`src/rtl/task_stream_manager.sv`:
```
// Manager endpoint of the byte-stream task interface. It streams a buffered request to a task core,
// then collects the answer stream and reports its byte count, last byte and error status.
module task_stream_manager #(
    parameter int DEPTH   = 256,
    parameter int ADDR_W  = 8,
    parameter int TIMEOUT = 1024
) (
    input  logic              i_clk,
    input  logic              i_rst,
    input  logic              i_wr_en,
    input  logic [ADDR_W-1:0] i_wr_addr,
    input  logic [7:0]        i_wr_data,
    input  logic              i_start,
    input  logic [11:0]       i_len,
    output logic [7:0]        o_tdata,
    output logic              o_tdata_valid,
    output logic              o_tdata_last,
    input  logic              i_tready,
    output logic              o_tmanager_ready,
    input  logic              i_tanswer_ready,
    input  logic [7:0]        i_tanswer_data,
    input  logic              i_tanswer_data_last,
    input  logic [11:0]       i_packet_size_in_bytes,
    output logic              o_busy,
    output logic              o_done,
    output logic [1:0]        o_err,
    output logic [11:0]       o_ans_count,
    output logic [7:0]        o_ans_last_byte
);
    localparam int TW = (TIMEOUT > 1) ? $clog2(TIMEOUT) : 1;

    typedef enum logic [1:0] {S_IDLE, S_SEND, S_WAIT, S_DONE} state_t;

    state_t          state, state_nx;
    logic [7:0]      mem [DEPTH];
    logic [11:0]     len_q;
    logic [11:0]     sent_cnt;
    logic [TW-1:0]   timer;
    logic [11:0]     ans_cnt_nx;
    logic            start_acc, send_fire, last_send, ans_fire, timeout_hit;

    assign start_acc   = (state == S_IDLE) && i_start;
    assign send_fire   = (state == S_SEND) && i_tready;
    assign last_send   = (sent_cnt == len_q - 12'd1);
    assign ans_fire    = (state == S_WAIT) && i_tanswer_ready;
    assign timeout_hit = (state == S_WAIT) && !i_tanswer_ready && (timer == TW'(TIMEOUT - 1));
    assign ans_cnt_nx  = (o_ans_count == 12'hFFF) ? o_ans_count : o_ans_count + 12'd1;

    // The buffer is plain storage: no reset, writable only while no request is in flight.
    always_ff @(posedge i_clk) begin
        if (i_wr_en && (state == S_IDLE || state == S_DONE))
            mem[i_wr_addr] <= i_wr_data;
    end

    always_ff @(posedge i_clk or posedge i_rst) begin
        if (i_rst) state <= S_IDLE;
        else       state <= state_nx;
    end

    always_comb begin
        state_nx         = state;
        o_tdata_valid    = 1'b0;
        o_tdata          = 8'h00;
        o_tdata_last     = 1'b0;
        o_tmanager_ready = 1'b0;
        o_busy           = 1'b0;
        o_done           = 1'b0;
        case (state)
            S_IDLE: begin
                if (i_start) state_nx = (i_len == 12'd0) ? S_DONE : S_SEND;
            end
            S_SEND: begin
                o_busy        = 1'b1;
                o_tdata_valid = 1'b1;
                // Read index wraps with the buffer when len exceeds DEPTH.
                o_tdata       = mem[sent_cnt[ADDR_W-1:0]];
                o_tdata_last  = last_send;
                if (i_tready && last_send) state_nx = S_WAIT;
            end
            S_WAIT: begin
                o_busy           = 1'b1;
                o_tmanager_ready = 1'b1;
                if ((ans_fire && i_tanswer_data_last) || timeout_hit) state_nx = S_DONE;
            end
            S_DONE: begin
                o_done   = 1'b1;
                state_nx = S_IDLE;
            end
            default: state_nx = S_IDLE;
        endcase
    end

    always_ff @(posedge i_clk or posedge i_rst) begin
        if (i_rst) begin
            len_q           <= '0;
            sent_cnt        <= '0;
            timer           <= '0;
            o_err           <= 2'd0;
            o_ans_count     <= '0;
            o_ans_last_byte <= '0;
        end else if (start_acc) begin
            len_q       <= i_len;
            sent_cnt    <= '0;
            timer       <= '0;
            o_ans_count <= '0;
            o_err       <= (i_len == 12'd0) ? 2'd3 : 2'd0;
        end else if (send_fire) begin
            sent_cnt <= sent_cnt + 12'd1;
        end else if (state == S_WAIT) begin
            if (ans_fire) begin
                o_ans_count     <= ans_cnt_nx;
                o_ans_last_byte <= i_tanswer_data;
                timer           <= '0;
                // Size check counts the beat being accepted now.
                if (i_tanswer_data_last)
                    o_err <= (i_packet_size_in_bytes != ans_cnt_nx) ? 2'd2 : 2'd0;
            end else if (timeout_hit) begin
                o_err <= 2'd1;
            end else begin
                timer <= timer + TW'(1);
            end
        end
    end

endmodule

```
`config.mk`:
```
export PLATFORM = sky130hd
export DESIGN_NAME = task_stream_manager
export DESIGN_NICKNAME = d
export VERILOG_FILES = /design/src/rtl/task_stream_manager.sv
export SDC_FILE = /design/constraint.sdc
export NUM_CORES = 2
export LEC_CHECK = 0
export BUFFER_PORTS_ARGS = -buffer_cell sky130_fd_sc_hd__buf_4
export CAP_MARGIN = 20
export CORE_ASPECT_RATIO = 0.9
export CORE_MARGIN = 2
export CORE_UTILIZATION = 30
export DETAILED_ROUTE_END_ITERATION = 6
export PLACE_DENSITY_LB_ADDON = 0.3
export SLEW_MARGIN = 20
export SYNTH_ARGS = -nofsm -noshare
export SYNTH_HDL_FRONTEND = slang
export SYNTH_SLANG_ARGS = --single-unit
```
`constraint.sdc`:
```
create_clock -name i_clk -period 3.08 [get_ports i_clk]
set_input_delay 0.462 -clock i_clk [delete_from_list [all_inputs] [get_ports i_clk]]
set_output_delay 0.462 -clock i_clk [all_outputs]
set_load 0.005 [all_outputs]
```
======== Word-level counts from Yosys, hierarchy flattened ========
Memory sizes are Yosys's and may differ from the RTL's.
Index checks and enable logic that the tools add are counted.
operators by class
  $add $sub $neg .......................... 4
  eq/ne operators ......................... 13
  mux-type cells .......................... 33
  bitwise gates (word level) .............. 2
  reduce and logical (&&, ||, !) cells .... 23
operator list
  kind                                                                   count
  12-bit two-way mux                                                     7
  10-bit two-way mux                                                     5
  12-bit by 1-bit adder with 12-bit output (second input constant)       2
  2-bit two-way mux                                                      12
  12-bit == test                                                         1
  12-bit == test (second input constant)                                 1
  12-bit logical NOT                                                     1
  12-bit != test                                                         1
  12-bit by 1-bit subtractor with 12-bit output (second input constant)  1
  10-bit by 1-bit adder with 10-bit output (second input constant)       1
  10-bit == test (second input constant)                                 1
  3-bit AND reduction                                                    3
  1-bit logical AND                                                      8
  8-bit two-way mux                                                      1
  2-bit one-hot mux with 4 select lines                                  1
  4-bit AND reduction                                                    2
  1-bit two-way mux                                                      7
  2-bit != test (second input constant)                                  3
  3-bit != test (second input constant)                                  2
  2-bit nonzero test                                                     3
  2-bit == test (second input constant)                                  2
  3-bit nonzero test                                                     1
  2-bit by 1-bit == test with 1-bit output (second input constant)       1
  2-bit logical NOT                                                      1
  other kinds (5)                                                        7
word-level totals
  flip-flop bits (word level) ............. 58
  bits in writable memories ............... 2048
  input bits .............................. 55
  output and inout port bits .............. 35
  word-level logic and storage cells ...... 83
  memories kept ........................... 1
memories
  memory  words  bits a word  read ports  clocked after Yosys merged registers in  write ports  line  source
  mem     256    8            1           0                                        1            35    logic [7:0] mem [DEPTH];

======== Depth between registers and ports, before layout ========
  depth after elaboration ................. 9
  mapped depth ............................ 13
  mapped depth without buffers ............ 9

======== Worst setup path after synthesis ========
Ideal clock, no wire load.
  path kind ............................... flip-flop to output port
  start ................................... register sent_cnt[0]
  end ..................................... output o_tdata[2]
  arrival ................................. 2.693 ns
  required time ........................... 2.618 ns
  setup slack ............................. -0.075 ns
  cell stages (with the launch flop) ...... 9
  path buffers ............................ 4
  cell sequence ........................... dfrtp_1 > buf_4 > buf_4 > buf_2 > buf_2 > mux4_2 > mux4_2 > a221oi_1 > o32ai_1
on the way
  word-level cells in the longest chain between the ends .. 2
RTL lines
  element                   line  source
  start: declaration        37    logic [11:0] sent_cnt;
  start signal: assignment  108   sent_cnt <= sent_cnt + 12'd1;
  memory read 256 x 8 bit   --
  8-bit two-way mux         68    case (state)
  end: declaration          15    output logic [7:0] o_tdata,
No other way between the ends.

======== Worst setup path after layout ========
  start ................................... register sent_cnt[0]
  end ..................................... output o_tdata[6]
Same word-level chain as after synthesis.

==> impl_metrics.json <==
{
  "setup_tns_ps": -11560,
  "setup_viol": 9,
  "area_growth_pct": 25.14,
  "synthFlopType": "edfxtp_1",
  "maxCapViolCount": 0,
  "insertion_delay_ps": 900,
  "fp.dieArea_sq_um": 280900,
  "grt_usage_pct": 17.66,
  "synth_cells": 4199,
  "clock-root-buffer": "clkbuf_16",
  "fin_util_pct": 37.68,
  "powerDensity_nw_per_um2": 780.0,
  "ys_ff_latch": 2106,
  "io_buffers": 89,
  "rsz0062_at_grt": "true",
  "drtIter0Drc": 6024,
  "detail_route.first_pass.iterations": 7,
  "hold_violations": 0,
  "vias": 46170,
  "grt_max_degree": 97,
  "instances_no_fill": 9091,
  "min_path_type": "in -> reg",
  "holdWs_ps": 69.84,
  "grt.overflow.total": 0,
  "setup_ws_ps": -1432,
  "max_freq_ghz": 0.2217,
  "period_needed_ps": 4512,
  "synth_edf_count": 2048,
  "worst_setup_path_end_kind": "output port",
  "wire_per_inst_microns": 27.79,
  "grt_antenna_before_repair": 15,
  "die_y_microns": 503.0,
  "maxSlewViolCount": 0,
  "finalCritPeriodShare_pct": 146.5,
  "synth_cell_types": 74,
  "hpwl_mm": 167.5,
  "drive_gt1_share_pct": 35.99,
  "dp.cells": 8614,
  "synth_area_per_cell_sq_um": 19.77,
  "grt_pass1_vias": 45880,
  "cp_data_arrival_time_ps": 4050,
  "p_leak_nw": 34.02,
  "clock_path_buffers": 4,
  "critPathRequiredTime_ps": 2620,
  "wl_mm": 252.6,
  "p_total_mw": 81.01,
  "start_util_pct": 30.11,
  "ir_worst_vdd_mv": 0.4755,
  "max_slew_margin_pct": 30.68,
  "min_path_cells": 1,
  "async_reset_ff_share_pct": 2.754,
  "grt_pass1_wl_mm": 352.8,
  "finalWeightedCongestion": 0.8626,
  "tritoncts": "yes",
  "r2r_cells": 11,
  "core_area_sq_um": 275700,
  "tightestPinTransition_ps": 1040,
  "critical_path_class": "reg -> out",
  "outcome": "complete, but fails checks",
  "drc_errors": 0,
  "yosysWarnings": 0,
  "ant_nets": 0,
  "num_rows": 183,
  "violations": "setup timing",
  "viasPerCell": 5.079,
  "crit_start": "sent_cnt[0]$_DFFE_PP0N_",
  "ys_seq_area_share_pct": 75.84,
  "fin_nets": 5284,
  "syn_area_sq_um": 83000,
  "critPathMaxFanout": 7,
  "cts_made_buffers": 213,
  "hold_start": "i_wr_data[6]",
  "htreeDepth": 4,
  "fin_skew_ps": 49.12,
  "r2r-start": "len_q[0]$_DFFE_PP0P_",
  "start_kind": "flop",
  "syn-num-nets": 4263,
  "io_pins": 90,
  "clock_sinks": 2106,
  "dieWidth_microns": 558.5,
  "clk_pin_slew_ps": 60
}
## per-layer routing
layer | global-route usage [%] | wire length (microns)
met4 | 4.722 | 7199
met5 | 0 | 42
met3 | 3.736 | 22080
met1 | 25.77 | 110800
met2 | 26.62 | 112500
## worst paths after layout
| path | slack [ps] | end |
|---|---|---|
| max reg2reg | 100 | state[0]$_DFFE_PP0P_ |
| min | 70 | mem[31][6]$_DFFE_PP_ |
| min in group asynchronous | 310 | timer[0]$_DFFE_PP0P_ |
| max in group asynchronous | 2090 | o_ans_count[6]$_DFFE_PP0P_ |
| min reg2reg | 500 | o_err[1]$_DFFE_PP0P_ |
| max | -1430 | o_tdata[6] |
## critical path, cell delays in order, from the launching register on
cell       delay, ps
dfrtp_4          490
buf_12           160
buf_16           160
buf_12           150
clkbuf_16        140
buf_6            110
mux4_2           430
mux4_2           620
a22oi_2          200
nand2_1           60
a221o_2          450
buf_6            150
## stage by stage
stage	setup slack, ps	instance area, sq um
after global placement	-1448	95050
after CTS	-1430	103300
final	-1432	103900
after detailed placement	-1203	95050
after floorplan	3.479	83000
after global routing	-1493	103900
## final cells by class
type | instances | area, sq um
Antenna cell | 4 | 10.01
Multi-Input combinational cell | 1833 | 19740
Inverter | 16 | 66.31
Sequential cell | 2106 | 62970
Fill cell | 25250 | 171800
Clock inverter | 125 | 1226
Clock buffer | 257 | 5558
Tap cell | 3700 | 4629
Timing Repair Buffer | 1050 | 9671
## cell usage after synthesis, types with 13 or more instances
cell / instances / share of area (%)
a31oi_1: 15 / 0.11
nand2b_1: 13 / 0.098
mux4_2: 454 / 12
clkbuf_1: 119 / 0.54
inv_1: 14 / 0.063
nand2_1: 162 / 0.73
buf_1: 32 / 0.14
mux2_2: 18 / 0.24
xnor2_1: 25 / 0.26
nor2_1: 335 / 1.5
o22ai_1: 48 / 0.36
a221oi_1: 22 / 0.23
nor2b_1: 27 / 0.20
nand3_1: 41 / 0.25
nand4_1: 16 / 0.12
buf_2: 57 / 0.34
mux2i_1: 219 / 2.6
a211oi_1: 30 / 0.27
a22oi_1: 48 / 0.43
a21oi_1: 81 / 0.49
nor4_1: 19 / 0.14
nor3_1: 25 / 0.15
buf_4: 35 / 0.32
dfrtp_1: 58 / 1.7
o21ai_0: 55 / 0.33
o221ai_1: 16 / 0.17
edfxtp_1: 2048 / 74
xor2_1: 16 / 0.17
## power breakdown
group	internal [mW]	leakage, nW	total [mW]	switching, mW
Sequential	31.7	19.2	31.9	0.263
Clock	14.7	3.33	25.7	11.0
Combinational	11.0	11.5	23.3	12.4
Total	57.4	34.0	81.0	23.6
## kinds of logic (layout without fill, tap and decap cells)
group	after synthesis	in the layout	synth area share, %
compound gates	391	391	3.196
xor+xnor	41	41	0.4326
fa+ha+maj	9	9	0.1357
buf+inv	260	1448	1.429
flops	2106	2106	75.84
mux	691	691	15.20
other cells	0	4	0
simple gates	701	701	3.761
## sequential cells by signal, indices dropped and copies added, names as in the netlist
register / count
len_q: 12
o_ans_count: 12
sent_cnt: 12
o_err: 2
o_ans_last_byte: 8
timer: 10
mem: 2048
state: 2
## placed cells by master (no fill, tap or decap), types with 52 or more instances in the layout
master and count:
dfrtp_1 52, buf_4 875, nand2_1 153, buf_12 104, mux4_2 454, edfxtp_1 2048
nor2_1 322, clkinv_1 54, clkbuf_16 217, a21oi_1 77, mux2i_1 210
## what timing repair did
| action | in CTS | in global routing |
|---|---|---|
| buffers inserted | 47 | 24 |
| hold endpoints to repair | 60 | 0 |
| gates cloned | 5 | 2 |
| hold buffers | 21 | 0 |
| resized for setup | 161 | 63 |
| pin swaps | 29 | 24 |
| endpoints found under the setup margin | 11 | 159 |
(Power assumes the default switching activity.)
